**config.mk**
```make
export PLATFORM = sky130hd
export DESIGN_NAME = recfn_to_raw_pipe
export DESIGN_NICKNAME = d
export VERILOG_FILES = /design/src/rtl/fp_recfn_pkg.sv /design/src/rtl/recfn_raw_decode.sv /design/src/rtl/recfn_to_raw_pipe.sv
export SDC_FILE = /design/constraint.sdc
export NUM_CORES = 1
export LEC_CHECK = 0
export CAP_MARGIN = 20
export CORE_AREA = 10 10 124 126
export CTS_BUF_LIST = sky130_fd_sc_hd__clkbuf_8
export DETAILED_ROUTE_END_ITERATION = 16
export DIE_AREA = 0 0 134 136
export GPL_TIMING_DRIVEN = 1
export PLACE_DENSITY = 0.8
export SYNTH_ARGS = -nofsm -noshare
export SYNTH_HDL_FRONTEND = slang
export SYNTH_SLANG_ARGS = --single-unit
```
**constraint.sdc**
```tcl
create_clock -name clock -period 6.4 [get_ports clock]
set_input_delay 1.28 -clock clock [delete_from_list [all_inputs] [get_ports clock]]
set_output_delay 1.28 -clock clock [all_outputs]
set_load 0.01 [all_outputs]
```
**src/rtl/fp_recfn_pkg.sv**
```systemverilog
// Shared recoded-float definitions: widths, field positions and the raw-float bundle
// exchanged between recFN decode logic and the rounding/conversion units.
package fp_recfn_pkg;

  localparam int EXP_WIDTH   = 11;
  localparam int SIG_WIDTH   = 53;
  localparam int RECFN_WIDTH = EXP_WIDTH + SIG_WIDTH + 1;
  localparam int TAG_WIDTH   = 5;

  // Field positions inside a recFN word {sign, exp[EXP_WIDTH:0], fract[SIG_WIDTH-2:0]}
  localparam int SIGN_IDX  = RECFN_WIDTH - 1;
  localparam int EXP_MSB   = RECFN_WIDTH - 2;
  localparam int EXP_LSB   = SIG_WIDTH - 1;
  localparam int FRACT_MSB = SIG_WIDTH - 2;
  localparam int FRACT_LSB = 0;

  typedef struct packed {
    logic                   isNaN;
    logic                   isInf;
    logic                   isZero;
    logic                   sign;
    logic [EXP_WIDTH+1:0]   sExp;
    logic [SIG_WIDTH+2:0]   sig;
  } rawFloat_t;

endpackage

```
**src/rtl/recfn_raw_decode.sv**
```systemverilog
// Purely combinational recFN -> raw-float field split; bit selection and concatenation only,
// so every encoding (including odd NaN payloads) passes through losslessly.
module recfn_raw_decode
  import fp_recfn_pkg::*;
(
  input  logic [RECFN_WIDTH-1:0] recFN,
  output rawFloat_t              raw,
  output logic                   isSigNaN
);

  logic [EXP_WIDTH:0]   exp;
  logic [SIG_WIDTH-2:0] fract;
  logic                 isSpecial;
  logic                 isZero;
  logic                 isNaN;

  assign exp       = recFN[EXP_MSB:EXP_LSB];
  assign fract     = recFN[FRACT_MSB:FRACT_LSB];
  assign isZero    = (exp[EXP_WIDTH -: 3] == 3'b000);
  assign isSpecial = (exp[EXP_WIDTH -: 2] == 2'b11);
  assign isNaN     = isSpecial & exp[EXP_WIDTH-2];
  // A NaN is signaling when the quiet bit (fraction MSB) is clear
  assign isSigNaN  = isNaN & ~fract[SIG_WIDTH-2];

  always_comb begin
    raw        = '0;
    raw.isNaN  = isNaN;
    raw.isInf  = isSpecial & ~exp[EXP_WIDTH-2];
    raw.isZero = isZero;
    raw.sign   = recFN[SIGN_IDX];
    raw.sExp   = {1'b0, exp};
    raw.sig    = {1'b0, ~isZero, fract, 2'b00};
  end

endmodule

```
**src/rtl/recfn_to_raw_pipe.sv**
```systemverilog
// Two-stage elastic pipeline unpacking a recoded double into raw-float fields.
// Stage 1 holds the raw recFN word, stage 2 holds the decoded fields that drive the outputs.
module recfn_to_raw_pipe #(
  parameter int EXP_WIDTH = fp_recfn_pkg::EXP_WIDTH,
  parameter int SIG_WIDTH = fp_recfn_pkg::SIG_WIDTH,
  parameter int TAG_WIDTH = fp_recfn_pkg::TAG_WIDTH
) (
  input  logic                           clock,
  input  logic                           reset,
  input  logic                           io_in_valid,
  output logic                           io_in_ready,
  input  logic [EXP_WIDTH+SIG_WIDTH:0]   io_in_bits,
  input  logic [TAG_WIDTH-1:0]           io_in_tag,
  output logic                           io_out_valid,
  input  logic                           io_out_ready,
  output logic                           io_out_isNaN,
  output logic                           io_out_isInf,
  output logic                           io_out_isZero,
  output logic                           io_out_sign,
  output logic                           io_out_isSigNaN,
  output logic [EXP_WIDTH+1:0]           io_out_sExp,
  output logic [SIG_WIDTH+2:0]           io_out_sig,
  output logic [TAG_WIDTH-1:0]           io_out_tag
);

  logic                         s1Valid;
  logic [EXP_WIDTH+SIG_WIDTH:0] s1Bits;
  logic [TAG_WIDTH-1:0]         s1Tag;

  logic                         s2Valid;
  fp_recfn_pkg::rawFloat_t      s2Raw;
  logic                         s2SigNaN;
  logic [TAG_WIDTH-1:0]         s2Tag;

  fp_recfn_pkg::rawFloat_t      decRaw;
  logic                         decSigNaN;
  logic                         s1Advance;
  logic                         s2Advance;

  // An empty stage always advances, so bubbles collapse even while downstream stalls
  assign s2Advance   = ~s2Valid | io_out_ready;
  assign s1Advance   = ~s1Valid | s2Advance;
  assign io_in_ready = s1Advance;

  recfn_raw_decode uDecode (
    .recFN    (s1Bits),
    .raw      (decRaw),
    .isSigNaN (decSigNaN)
  );

  always_ff @(posedge clock or posedge reset) begin
    if (reset) begin
      s1Valid  <= 1'b0;
      s1Bits   <= '0;
      s1Tag    <= '0;
      s2Valid  <= 1'b0;
      s2Raw    <= '0;
      s2SigNaN <= 1'b0;
      s2Tag    <= '0;
    end else begin
      if (s1Advance) begin
        s1Valid <= io_in_valid;
        if (io_in_valid) begin
          s1Bits <= io_in_bits;
          s1Tag  <= io_in_tag;
        end
      end
      if (s2Advance) begin
        s2Valid <= s1Valid;
        if (s1Valid) begin
          s2Raw    <= decRaw;
          s2SigNaN <= decSigNaN;
          s2Tag    <= s1Tag;
        end
      end
    end
  end

  assign io_out_valid    = s2Valid;
  assign io_out_isNaN    = s2Raw.isNaN;
  assign io_out_isInf    = s2Raw.isInf;
  assign io_out_isZero   = s2Raw.isZero;
  assign io_out_sign     = s2Raw.sign;
  assign io_out_isSigNaN = s2SigNaN;
  assign io_out_sExp     = s2Raw.sExp;
  assign io_out_sig      = s2Raw.sig;
  assign io_out_tag      = s2Tag;

endmodule

```
==> metrics.txt, run 1 <==
first-pass GRT wire length=19900 um; relative slew slack=34.9%; CTS tree=yes; Root Driver=clkbuf_8; post-CTS resize count=0; Final Util=59.3%; Worst-path clk slew=70 ps; CP Data Required Time=5120 ps; Pwr Total=0.00273 W; initial antenna violation count=0; adder-cell share of the synthesized area=0%; switch share=24.5%; slowest CP cell=clkdlybuf4s50_1; sequential fraction of the synthesis area=65.0%; Mapped Cells=328; Non-Filler Cell Area, Final=7700 um2; clk buf depth=2; crit path kind=input pin to primary output; worst endpoint data arrival time=2580 ps; final hold vios=0; maximum vdd drop=0.000208 V; dpl hpwl=8650 um; mux contribution to synthesized area=29.6%; IO Port Bufs=150; Max-cap violations=0; 1st-iter DRT viols=89; Net Sw Power=0.000669 W; Clock Sink Count=147; critical path startpoint category=input pin; Pins Over Slew Limit=0; antenna cell count=0; layout cells sized above 1=35.6%; Comb pwr share=24.0%; Post-Route Setup TNS=0 ps; number of nets still failing antenna checks after routing=0; crit end category=primary output; setup bufs post-CTS=0; Pleak=3.27 nW; row count=42; Synth-to-Final Area Change=36.1%; Netlist cell types=22; Final nets=557; placed inst area=7220 um2; clock power share=31.5%; Die Area=18200 um2; simple-gate share of the synthesized area=1.39%; chip width=134 um; fmax=259 MHz; Int Power=0.00206 W; PD cells=355 nW/um2; final worst path period need=3860 ps; IO Pins=155; slew at the pin closest to its max-slew limit=977 ps; Die H=136 um; Period Utilization, post-route=60.4%; main combinational cell family by area after synthesis=multiplexers; H-tree levels=4; GRT overflow=0; skew final=8.38 ps; post-synthesis compound-gate area fraction=0.221%; synth top area cells=dfrtp_1 (65%), mux2_2 (24%), mux2_4 (4.5%), buf_6 (1.6%), clkbuf_8 (1.2%); CP dominant cell by count=clkdlybuf4s50_1; Synth Area in XOR/XNOR=0%; 1st-pass router iterations=4; total CTS buffers=17; Core ar.=13000 um2; Ys Warns=0; via-per-instance ratio=4.81; CP peak stage delay=610 ps; DR WL/cell=18.3 um; routed vias=3226; hold_ws=500 ps; outcome=finished, final reports clean; hold crit path type=flop to flop; critical path fanouts, max=3; WL final=12300 um; RSZ-0062 raised after global routing=false; share of Yosys cell area claimed by the top area cell type=65.0%; vias in the first global route=3675; Reg area=3680 um2; multi-input logic area=1790 um2; largest net degree at the start of global routing=101; Fillers=1046; largest area contributor in the synthesized netlist=dfrtp_1; sequential share of power=44.5%; Hold-fix buffers, CTS=0; Final setup viols=0; crit-path cells=clkdlybuf4s50_1 > nand3b_1 > clkdlybuf4s50_1; clock latency at the later pin of the worst-skew pair=450 ps; Tot GR Track Use=13.9%; Mapped Area=5660 um2; mean area per synthesized cell=17.2 um2; Seq cells post-synth=147; GP Congestion=0.693; Starting Density=43.6%; DRC=0
==> flip-flops by register name, indices dropped and copies added (netlist names) <==
name	flops
s1Bits	65
io_out_sig	53
io_out_sExp	12
io_out_tag	5
s1Tag	5
io_out_isInf	1
io_out_isNaN	1
io_out_isSigNaN	1
io_out_isZero	1
io_out_sign	1
io_out_valid	1
s1Valid	1
==> power by group through the flow <==
stage | clock, W | combinational (W) | sequential, W
after floorplan | 0 | 0.000262 | 0.00127
after global placement | 0 | 0.000653 | 0.00122
after detailed placement | 0 | 0.000668 | 0.00124
after CTS | 0.000883 | 0.000672 | 0.00122
after global routing | 0.000927 | 0.000704 | 0.00124
final | 0.000863 | 0.000655 | 0.00122
==> metrics by stage <==
stage,cells,setup slack (ps)
4_1_cts,671,2520
6_report,671,2540
3_3_place_gp,640,2540
2_1_floorplan,331,1170
3_5_place_dp,640,2520
5_1_grt,671,2490
==> critical path: cells and delay by family <==
kind,cells,cell delay (ps)
buf+inv,2,1090
simple gates,1,210
==> synth_stat cells (all sizes together) <==
library cell	count
dfrtp	147
mux2	142
buf	14
clkbuf	5
inv	3
nand2	3
nand2b	3
nand3	2
nor2	2
and2	1
conb	1
mux2i	1
nand3b	1
nor3	1
o21a	1
o21ai	1
==> final cells by class <==
cell class              instances  share of cell area (%)
clock inverters                11                    2.68
flip-flops and latches        147                    47.8
clock buffers                  20                    3.57
inverters                       3                   0.211
repair buffers                152                    19.7
multi-input cells             162                    23.2
well taps                     176                    2.86
==> routing by layer <==
layer  track usage, %  part of all wire [%]  vias to the layer above
li1                 -                     -                     1442
met1             15.3                    40                     1662
met2             22.1                    48                      107
met3             8.08                    11                       15
met4             5.08                   1.5                        0
met5                0                     0                        -
==> layout by cell type, fill, tap and decap left out, types with 2 or more instances in the layout <==
cell type,count
clkdlybuf4s50_1,150
nor2_1,2
clkbuf_8,20
conb_1,4
nand2b_1,2
bufinv_16,6
dfrtp_1,147
clkinv_2,3
inv_1,3
mux2_4,17
nand3_1,2
mux2_2,122
mux2_1,3
buf_4,2
==> final timing paths <==
path                               from              to  slack, ps  depth (start not counted)
hold / removal               s1Bits[52]  io_out_sExp[0]        500                          1
setup reg to reg                s1Valid      s1Bits[48]       4450                          3
min in group asynchronous         reset   io_out_sig[9]       1370                          2
max in group asynchronous         reset      s1Bits[39]       3880                          3
hold reg to reg              s1Bits[52]  io_out_sExp[0]        500                          1
setup / recovery           io_out_ready     io_in_ready       2540                          3
==> kinds of logic after synthesis <==
group / Yosys count
AOI/OAI and AO/OA: 2
buffers and inverters: 22
DFF: 147
muxes: 143
other: 1
and+or+nand+nor: 13
Note: power is estimated with default switching activity, not from simulation.
==> run 2, diff against run 1 <==
==> constraint.sdc (replaced) <==
create_clock -name clock -period 3.8 [get_ports clock]
set_input_delay 0.76 -clock clock [delete_from_list [all_inputs] [get_ports clock]]
set_output_delay 0.76 -clock clock [all_outputs]
set_load 0.01 [all_outputs]
==> run 2 against run 1 <==
Effect of this change: non-clock buffer count up 3; via count fell by 0.43%; cell count rose by 0.60%; core utilization unchanged; clock power rose by 46%; hold slack worse by 8.0 ps; first-iteration DRC count is 69% higher; highest routed layer unchanged; critical path type unchanged.
==> metrics.txt, run 2 (synthesis gave the netlist of run 1 again) <==
final hold vios=0; slew at the pin closest to its max-slew limit=527 ps; post-CTS resize count=0; dpl hpwl=8910 um; largest net degree at the start of global routing=63; relative slew slack=64.7%; H-tree levels=4; Reg area=3680 um2; number of nets still failing antenna checks after routing=0; hold_ws=492 ps; hold crit path type=flop to flop; multi-input logic area=1790 um2; row count=42; Tot GR Track Use=14.1%; fmax=361 MHz; max reg flops=65; CP Capture Point=io_in_ready; routed vias=3212; Core ar.=13000 um2; total CTS buffers=17; skew final=10.5 ps; switch share=25.3%; Net Sw Power=0.00112 W; reg2reg end=s1Bits[34]; layout cells sized above 1=35.9%; Pwr Total=0.00443 W; critical path fanouts, max=3; crit end category=primary output; clock power share=28.4%; maximum vdd drop=0.000367 V; chip width=134 um; commonest cells after routing, fill and taps aside=clkdlybuf4s50_1 (150), dfrtp_1 (147), mux2_2 (122); Largest Register=s1Bits; CP Data Required Time=3040 ps; critical path startpoint category=input pin; clock latency at the later pin of the worst-skew pair=430 ps; Pleak=3.27 nW; IO Port Bufs=150; Fillers=1050; Root Driver=clkbuf_8; Clock Sink Count=147; r2r setup slk=1920 ps; IO Pins=155; setup bufs post-CTS=0; vias in the first global route=3757; DR WL/cell=18.2 um; 1st-iter DRT viols=150; Final nets=560; Final setup viols=0; outcome=finished, final reports clean; worst endpoint data arrival time=2010 ps; Starting Density=43.6%; RSZ-0062 raised after global routing=false; GP Congestion=0.735; Hold-fix buffers, CTS=0; Max-cap violations=0; final worst path period need=2770 ps; WL final=12300 um; Period Utilization, post-route=72.8%; initial antenna violation count=0; 1st-pass router iterations=4; Worst-path clk slew=70 ps; first-pass GRT wire length=20100 um; clk buf depth=2; PD cells=575 nW/um2; Final Util=59.3%; crit path kind=input pin to primary output; Int Power=0.00331 W; most common cell after layout, fill and taps aside=clkdlybuf4s50_1; Post-Route Setup TNS=0 ps; Synth-to-Final Area Change=36.1%; Die Area=18200 um2; sequential share of power=46.4%; Die H=136 um; GRT overflow=0; worst r2r src=s1Valid; antenna cell count=0; DRC=0; critical path startpoint=io_out_ready; Comb pwr share=25.2%; hold path cells=1; CTS tree=yes; Pins Over Slew Limit=0; via-per-instance ratio=4.76; worst reg-to-reg path cell count=4
==> run 2: changes by cell type in the layout (fill, tap and decap cells not counted), sizes merged <==
cell and change:
buf +3, bufinv -3, clkinv +2, clkbuf +1, clkinvlp +1
==> run 2: worst min-delay path by stage <==
stage,startpoint,endpoint,slack (ps)
finish,s1Bits[2],io_out_sig[4],490
CTS,s1Bits[2],io_out_sig[4],500
detailed placement,s1Bits[52],io_out_sExp[0],480
floorplan,s1Bits[52],io_out_sExp[0],450
global route,s1Bits[52],io_out_sExp[0],510
global placement,s1Bits[2],io_out_sig[4],460
==> run 2: metrics by stage <==
stage               area [um2]  worst slack [ps]  std cells
finish                    7700              1030        675
global route              7700               984        675
CTS                       7700              1020        675
detailed placement        7280              1030        643
global placement          7280              1040        643
floorplan                 5670              1190        331
==> run 2: worst max-delay path, stage by stage <==
cell	delay, ps
clkdlybuf4s50_1	470
nand3b_1	190
clkdlybuf4s50_1	580
==> run 2: power groups by stage <==
stage          registers, W  logic, W  clock network (W)
6_report            0.00205   0.00111            0.00126
3_5_place_dp        0.00208   0.00113                  0
2_1_floorplan       0.00215  0.000442                  0
4_1_cts             0.00206   0.00114            0.00130
3_3_place_gp        0.00206   0.00111                  0
5_1_grt             0.00210   0.00120            0.00138
==> run 2: layout make-up <==
cell class	instances	area share, %
Clock buffer	21	3.75
Clock inverter	11	1.74
Inverter	3	0.195
Multi-Input combinational cell	162	23.2
Sequential cell	147	47.8
Tap cell	176	2.86
Timing Repair Buffer	155	20.5
==> run 2: layer usage <==
layer,GRT usage [%],up-vias,share of wire (%)
li1,-,1449,-
met1,15.9,1644,40
met2,21.8,108,48
met3,8.52,11,11
met4,4.72,0,1.0
met5,0,-,0
